===== config.mk =====
export PLATFORM = sky130hd
export DESIGN_NAME = uart_rx
export DESIGN_NICKNAME = d
export VERILOG_FILES = /design/src/rtl/uart_pkg.sv /design/src/rtl/uart_sync.sv /design/src/rtl/uart_rx.sv
export SDC_FILE = /design/constraint.sdc
export NUM_CORES = 1
export LEC_CHECK = 0
export BUFFER_PORTS_ARGS = -buffer_cell sky130_fd_sc_hd__buf_2
export CAP_MARGIN = 30
export CORE_ASPECT_RATIO = 1.2
export CORE_MARGIN = 4
export CORE_UTILIZATION = 35
export DETAILED_ROUTE_END_ITERATION = 16
export HOLD_SLACK_MARGIN = 0.12
export MAX_ROUTING_LAYER = met4
export PLACE_DENSITY = 0.55
export SLEW_MARGIN = 20
export SYNTH_ARGS = -nofsm -noshare
export SYNTH_HDL_FRONTEND = slang
export SYNTH_SLANG_ARGS = --single-unit

===== constraint.sdc =====
create_clock -name clk -period 2.7 [get_ports clk]
set_input_delay 0 -clock clk [delete_from_list [all_inputs] [get_ports clk]]
set_output_delay 0 -clock clk [all_outputs]
set_load 0.01 [all_outputs]

===== src/rtl/uart_pkg.sv =====
// ============================================================================
// uart_pkg : shared UART types and default framing constants
// Rev 1.0
// ============================================================================
`default_nettype none

package uart_pkg;

   localparam int DEF_OVERSAMPLE = 16;
   localparam int DEF_DATA_BITS  = 8;

`ifdef UART_RX_PARITY_EN
   typedef enum logic [2:0] {
      IDLE   = 3'd0,
      START  = 3'd1,
      DATA   = 3'd2,
      STOP   = 3'd3,
      PARITY = 3'd4
   } uart_rx_state_t;
`else
   typedef enum logic [2:0] {
      IDLE   = 3'd0,
      START  = 3'd1,
      DATA   = 3'd2,
      STOP   = 3'd3
   } uart_rx_state_t;
`endif

endpackage

`default_nettype wire


===== src/rtl/uart_sync.sv =====
// ============================================================================
// uart_sync : two-flop synchronizer for an asynchronous single-bit input
// Rev 1.0
// ============================================================================
`default_nettype none

module uart_sync #(
   parameter logic RESET_VAL = 1'b1
) (
   input  logic clk,
   input  logic reset,
   input  logic d_i,
   output logic q_o
);

   logic meta_q;
   logic sync_q;

   always_ff @(posedge clk or posedge reset) begin
      if (reset) begin
         meta_q <= RESET_VAL;
         sync_q <= RESET_VAL;
      end else begin
         meta_q <= d_i;
         sync_q <= meta_q;
      end
   end

   assign q_o = sync_q;

endmodule

`default_nettype wire


===== src/rtl/uart_rx.sv =====
// ============================================================================
// uart_rx : oversampled UART receiver, 8N1 default; parity via UART_RX_PARITY_EN
// Rev 1.0
// ============================================================================
`default_nettype none

module uart_rx
   import uart_pkg::*;
#(
   parameter int DATA_BITS  = DEF_DATA_BITS,
   parameter int OVERSAMPLE = DEF_OVERSAMPLE,
   parameter int STOP_TICKS = 16
) (
   input  logic                 clk,
   input  logic                 reset,
   input  logic                 rx,
   input  logic                 s_tick,
   output logic [DATA_BITS-1:0] dout,
   output logic                 rx_done,
`ifdef UART_RX_PARITY_EN
   output logic                 parity_err,
`endif
   output logic                 frame_err
);

   localparam int SMAX = (OVERSAMPLE > STOP_TICKS) ? OVERSAMPLE : STOP_TICKS;
   localparam int SW   = $clog2(SMAX);
   localparam int NW   = $clog2(DATA_BITS);

   localparam logic [SW-1:0] S_HALF = SW'(OVERSAMPLE / 2 - 1);
   localparam logic [SW-1:0] S_BIT  = SW'(OVERSAMPLE - 1);
   localparam logic [SW-1:0] S_STOP = SW'(STOP_TICKS - 1);
   localparam logic [SW-1:0] S_ONE  = SW'(1);
   localparam logic [NW-1:0] N_LAST = NW'(DATA_BITS - 1);
   localparam logic [NW-1:0] N_ONE  = NW'(1);

   logic rx_s;

   uart_sync #(.RESET_VAL(1'b1)) u_sync (
      .clk   (clk),
      .reset (reset),
      .d_i   (rx),
      .q_o   (rx_s)
   );

   uart_rx_state_t       state_q, state_d;
   logic [SW-1:0]        s_q, s_d;
   logic [NW-1:0]        n_q, n_d;
   logic [DATA_BITS-1:0] sh_q, sh_d;
   logic [DATA_BITS-1:0] dout_q, dout_d;
   logic                 done_q, done_d;
   logic                 ferr_q, ferr_d;
   logic                 brk_q, brk_d;
`ifdef UART_RX_PARITY_EN
   logic                 par_q, par_d;
   logic                 perr_q, perr_d;
`endif

   always_ff @(posedge clk or posedge reset) begin
      if (reset) begin
         state_q <= IDLE;
         s_q     <= '0;
         n_q     <= '0;
         sh_q    <= '0;
         dout_q  <= '0;
         done_q  <= 1'b0;
         ferr_q  <= 1'b0;
         brk_q   <= 1'b0;
`ifdef UART_RX_PARITY_EN
         par_q   <= 1'b0;
         perr_q  <= 1'b0;
`endif
      end else begin
         state_q <= state_d;
         s_q     <= s_d;
         n_q     <= n_d;
         sh_q    <= sh_d;
         dout_q  <= dout_d;
         done_q  <= done_d;
         ferr_q  <= ferr_d;
         brk_q   <= brk_d;
`ifdef UART_RX_PARITY_EN
         par_q   <= par_d;
         perr_q  <= perr_d;
`endif
      end
   end

   // brk_q marks a line stuck low after a framing error; a start is only
   // honoured again once the line has been seen idle high.
   always_comb begin
      state_d = state_q;
      s_d     = s_q;
      n_d     = n_q;
      sh_d    = sh_q;
      dout_d  = dout_q;
      done_d  = 1'b0;
      ferr_d  = ferr_q;
      brk_d   = brk_q & ~rx_s;
`ifdef UART_RX_PARITY_EN
      par_d   = par_q;
      perr_d  = perr_q;
`endif
      case (state_q)
         IDLE: begin
            if (!rx_s) begin
               state_d = START;
               s_d     = '0;
            end
         end
         START: begin
            if (s_tick) begin
               if (s_q == S_HALF) begin
                  if (!rx_s && !brk_q) begin
                     state_d = DATA;
                     s_d     = '0;
                     n_d     = '0;
                  end else begin
                     state_d = IDLE;
                  end
               end else begin
                  s_d = s_q + S_ONE;
               end
            end
         end
         DATA: begin
            if (s_tick) begin
               if (s_q == S_BIT) begin
                  s_d  = '0;
                  sh_d = {rx_s, sh_q[DATA_BITS-1:1]};
                  if (n_q == N_LAST) begin
`ifdef UART_RX_PARITY_EN
                     state_d = PARITY;
`else
                     state_d = STOP;
`endif
                  end else begin
                     n_d = n_q + N_ONE;
                  end
               end else begin
                  s_d = s_q + S_ONE;
               end
            end
         end
`ifdef UART_RX_PARITY_EN
         PARITY: begin
            if (s_tick) begin
               if (s_q == S_BIT) begin
                  s_d     = '0;
                  par_d   = rx_s;
                  state_d = STOP;
               end else begin
                  s_d = s_q + S_ONE;
               end
            end
         end
`endif
         STOP: begin
            if (s_tick) begin
               if (s_q == S_STOP) begin
                  dout_d  = sh_q;
                  ferr_d  = ~rx_s;
                  brk_d   = ~rx_s;
                  done_d  = 1'b1;
`ifdef UART_RX_PARITY_EN
                  perr_d  = par_q ^ (^sh_q);
`endif
                  state_d = IDLE;
               end else begin
                  s_d = s_q + S_ONE;
               end
            end
         end
         default: state_d = IDLE;
      endcase
   end

   assign dout      = dout_q;
   assign rx_done   = done_q;
   assign frame_err = ferr_q;
`ifdef UART_RX_PARITY_EN
   assign parity_err = perr_q;
`endif

endmodule

`default_nettype wire


==> impl_metrics.env <==
export IMPL_status="completed"
export IMPL_grt_start_max_net_pins=18
export IMPL_starting_utilization_of_the_core_area_pct=36.0
export IMPL_first_pass_grt_wire_length_um=4610
export IMPL_core_area_um2=3940
export IMPL_final_hold_worst_slack_ns=0.175
export IMPL_dieHeight_um=77.8
export IMPL_hp_class="input pin to flip-flop"
export IMPL_regToRegSetupSlack_ns=0.60
export IMPL_dominant_combinational_cell_family_by_area_after_synthesis="multiplexers"
export IMPL_p_leak_nw=0.863
export IMPL_yosys_area_top_type_share_pct=49.3
export IMPL_synth_area_top_cells="sky130_fd_sc_hd__dfrtp_1, sky130_fd_sc_hd__mux2_2, sky130_fd_sc_hd__ha_1"
export IMPL_endpoint_kind="flip-flop"
export IMPL_synth_seq_area_share_pct=53.0
export IMPL_power_density_nw_per_um2=786
export IMPL_syn_inst=117
export IMPL_post_route_util_pct=42.3
export IMPL_detail_route_antenna_nets=0
export IMPL_final_critical_path_setup_slack_ns=0.604
export IMPL_worst_skew_ns=0.00388
export IMPL_die_boundary_width_um=66.2
export IMPL_tritoncts="done"
export IMPL_worst_pin_slew_ns=0.575
export IMPL_postLayoutCellArea_um2=1670
export IMPL_synth_cell_types=34
export IMPL_cts_clk_slew_worst_paths_ns=0.07
export IMPL_rsz0062_at_grt="false"
export IMPL_tritoncts_num_sinks=30
export IMPL_flow_area_growth_from_synthesis_pct=17.4
export IMPL_synth_mux_area_fraction_pct=17.4
export IMPL_floorplan_die_area_um2=5150
export IMPL_synth_top_cells_by_count="sky130_fd_sc_hd__dfrtp_1, sky130_fd_sc_hd__mux2_2, sky130_fd_sc_hd__ha_1, sky130_fd_sc_hd__inv_1, sky130_fd_sc_hd__nand2_1"
export IMPL_routedWlPerCell_um=13.3
export IMPL_syn_area_um2=1420
export IMPL_via_count_of_the_first_global_routing_pass=984
export IMPL_gp_congestion=0.873
export IMPL_drc=0
export IMPL_globalRoute_totalOverflow=0
export IMPL_synth_ff_latch_count=30
export IMPL_post_cts_resized_instances=0
export IMPL_io_buffers=13
export IMPL_synth_most_common_cell="sky130_fd_sc_hd__dfrtp_1"
export IMPL_timing_final_crit_share_pct=77.6
export IMPL_cts_root_buffer_cell="sky130_fd_sc_hd__clkbuf_8"
export IMPL_worst_hold_path_num_cells=3
export IMPL_fin_total_pwr_mw=1.31
export IMPL_clock_fmax_ghz=0.477
export IMPL_drtPass1Iterations=4
export IMPL_drt_iter0_drc=11
export IMPL_route_vias_total=932
export IMPL_placed_instance_area_um2=1560
export IMPL_placement_rows=25
export IMPL_critPathRequiredTime_ns=2.87
export IMPL_ys_dominant_reg_cell="sky130_fd_sc_hd__dfrtp_1"
export IMPL_routed_wirelength_um=2570
export IMPL_timing_setup_tns_ns=0
export IMPL_synth_largest_area_cell="sky130_fd_sc_hd__dfrtp_1"
export IMPL_number_of_buffers_inserted_by_post_cts_setup_repair=0
export IMPL_cts_hold_fix_buffers=2
export IMPL_io_pins=14
export IMPL_yosysWarnings=0
export IMPL_clk_path_buf_depth=2
export IMPL_post_route_cells_drive_above_1_share_pct=32.4
export IMPL_r2r_cells=6
export IMPL_final_hold_viol_count=0
export IMPL_cp_data_arrival_time_ns=2.26
export IMPL_syn_num_nets=129
export IMPL_final_max_slew_violation_count=0
export IMPL_worstSetupStartpointType="flip-flop"
export IMPL_post_synth_xor_area_fraction_pct=0
export IMPL_placedCellCount=183
export IMPL_place_ws_ns=0.607
export IMPL_synth_area_per_cell_um2=12.1
export IMPL_synth_edff_count=0
export IMPL_route_detailed_vias_per_inst=4.83
export IMPL_fin_crit_ns=2.10
export IMPL_asyncSetResetFlopFracSynth_pct=100
export IMPL_htree_num_levels=2
export IMPL_detailed_place_hpwl_um=1920
export IMPL_synth_fa_ha_area_share_pct=7.05
export IMPL_post_layout_nonfiller_instances=193
export IMPL_worst_setup_path_category="flip-flop to flip-flop"
export IMPL_count_of_antenna_diodes_in_the_layout=0
export IMPL_worst_ir_drop_vdd_mv=0.367
export IMPL_complex_gate_fraction_of_the_synthesized_area_pct=8.63
export IMPL_grt_usage_pct=12.2
export IMPL_worst_skew_pair_later_pin_latency_ns=0.28
export IMPL_timing_final_setup_violations=0
export IMPL_synth_simple_area_share_pct=11.0
export IMPL_numCtsBuffers=5
export IMPL_grt_antenna_before_repair=0
export IMPL_layout_nets=150
export IMPL_drv_cap=0
export IMPL_relSlewSlack_pct=61.6
export IMPL_critPathMaxFanout=12
==> state kept, by name, summed over array words and instances (netlist names) <==
register / flops
brk_q: 1
dout: 8
frame_err: 1
n_q: 3
rx_done: 1
s_q: 4
sh_q: 8
state_q: 2
u_sync.meta_q: 1
u_sync.q_o: 1
==> final timing paths <==
check                           endpoint          start
hold / removal                    n_q[1]         s_tick
hold reg to reg               u_sync.q_o  u_sync.meta_q
min in group asynchronous        dout[0]          reset
max in group asynchronous  u_sync.meta_q          reset
setup / recovery                  s_q[3]     state_q[0]
setup reg to reg                  s_q[3]     state_q[0]
==> critical path, cell delays in order, from the launching register on <==
cell and delay, ns:
sky130_fd_sc_hd__dfrtp_1 0.40, sky130_fd_sc_hd__inv_1 0.11, sky130_fd_sc_hd__ha_1 0.34, sky130_fd_sc_hd__mux2_4 0.32
sky130_fd_sc_hd__o311a_1 0.36, sky130_fd_sc_hd__a211o_1 0.27, sky130_fd_sc_hd__a22o_1 0.18
==> cell families (layout without fill, tap and decap cells) <==
kind of cell	Yosys count	after routing
flops	30	30
simple gates	29	29
buf+inv	10	32
compound gates	18	18
fa+ha+maj	8	8
mux	22	22
==> cell usage in the layout, fill, tap and decap left out, types with 2 or more instances in the layout <==
master and instances:
sky130_fd_sc_hd__dfrtp_1 28, sky130_fd_sc_hd__mux2_2 18, sky130_fd_sc_hd__buf_2 13, sky130_fd_sc_hd__nand2_1 8
sky130_fd_sc_hd__inv_1 8, sky130_fd_sc_hd__ha_1 8, sky130_fd_sc_hd__clkbuf_8 5, sky130_fd_sc_hd__nor2_1 4
sky130_fd_sc_hd__nand3_1 4, sky130_fd_sc_hd__o21ai_1 3, sky130_fd_sc_hd__mux2i_1 3, sky130_fd_sc_hd__o21ai_0 3
sky130_fd_sc_hd__a21oi_1 2, sky130_fd_sc_hd__nand4_1 2, sky130_fd_sc_hd__nor2b_1 2, sky130_fd_sc_hd__nor3_1 2
sky130_fd_sc_hd__dlygate4sd3_1 2, sky130_fd_sc_hd__dfstp_2 2
==> routing by layer <==
| metal | wire, µm | GRT usage (%) |
|---|---|---|
| met5 | 0 | - |
| met3 | 87 | 4.05 |
| met2 | 1340 | 19.2 |
| met4 | 52 | 6.10 |
| met1 | 1100 | 13.7 |
==> layout make-up <==
cell class / count / area [µm²]
Clock inverter: 3 / 21.3
Multi-Input combinational cell: 77 / 627
Inverter: 8 / 30.0
Timing Repair Buffer: 16 / 100
Fill cell: 397 / 2270
Tap cell: 54 / 67.6
Sequential cell: 30 / 753
Clock buffer: 5 / 68.8
==> where the power goes <==
| part | switching, mW | leakage (nW) | internal [mW] |
|---|---|---|---|
| clock network | 0.176 | 0.0441 | 0.181 |
| logic | 0.232 | 0.423 | 0.193 |
| registers | 0.0373 | 0.396 | 0.492 |
| total | 0.446 | 0.863 | 0.866 |
Note: power is estimated with default switching activity, not from simulation.
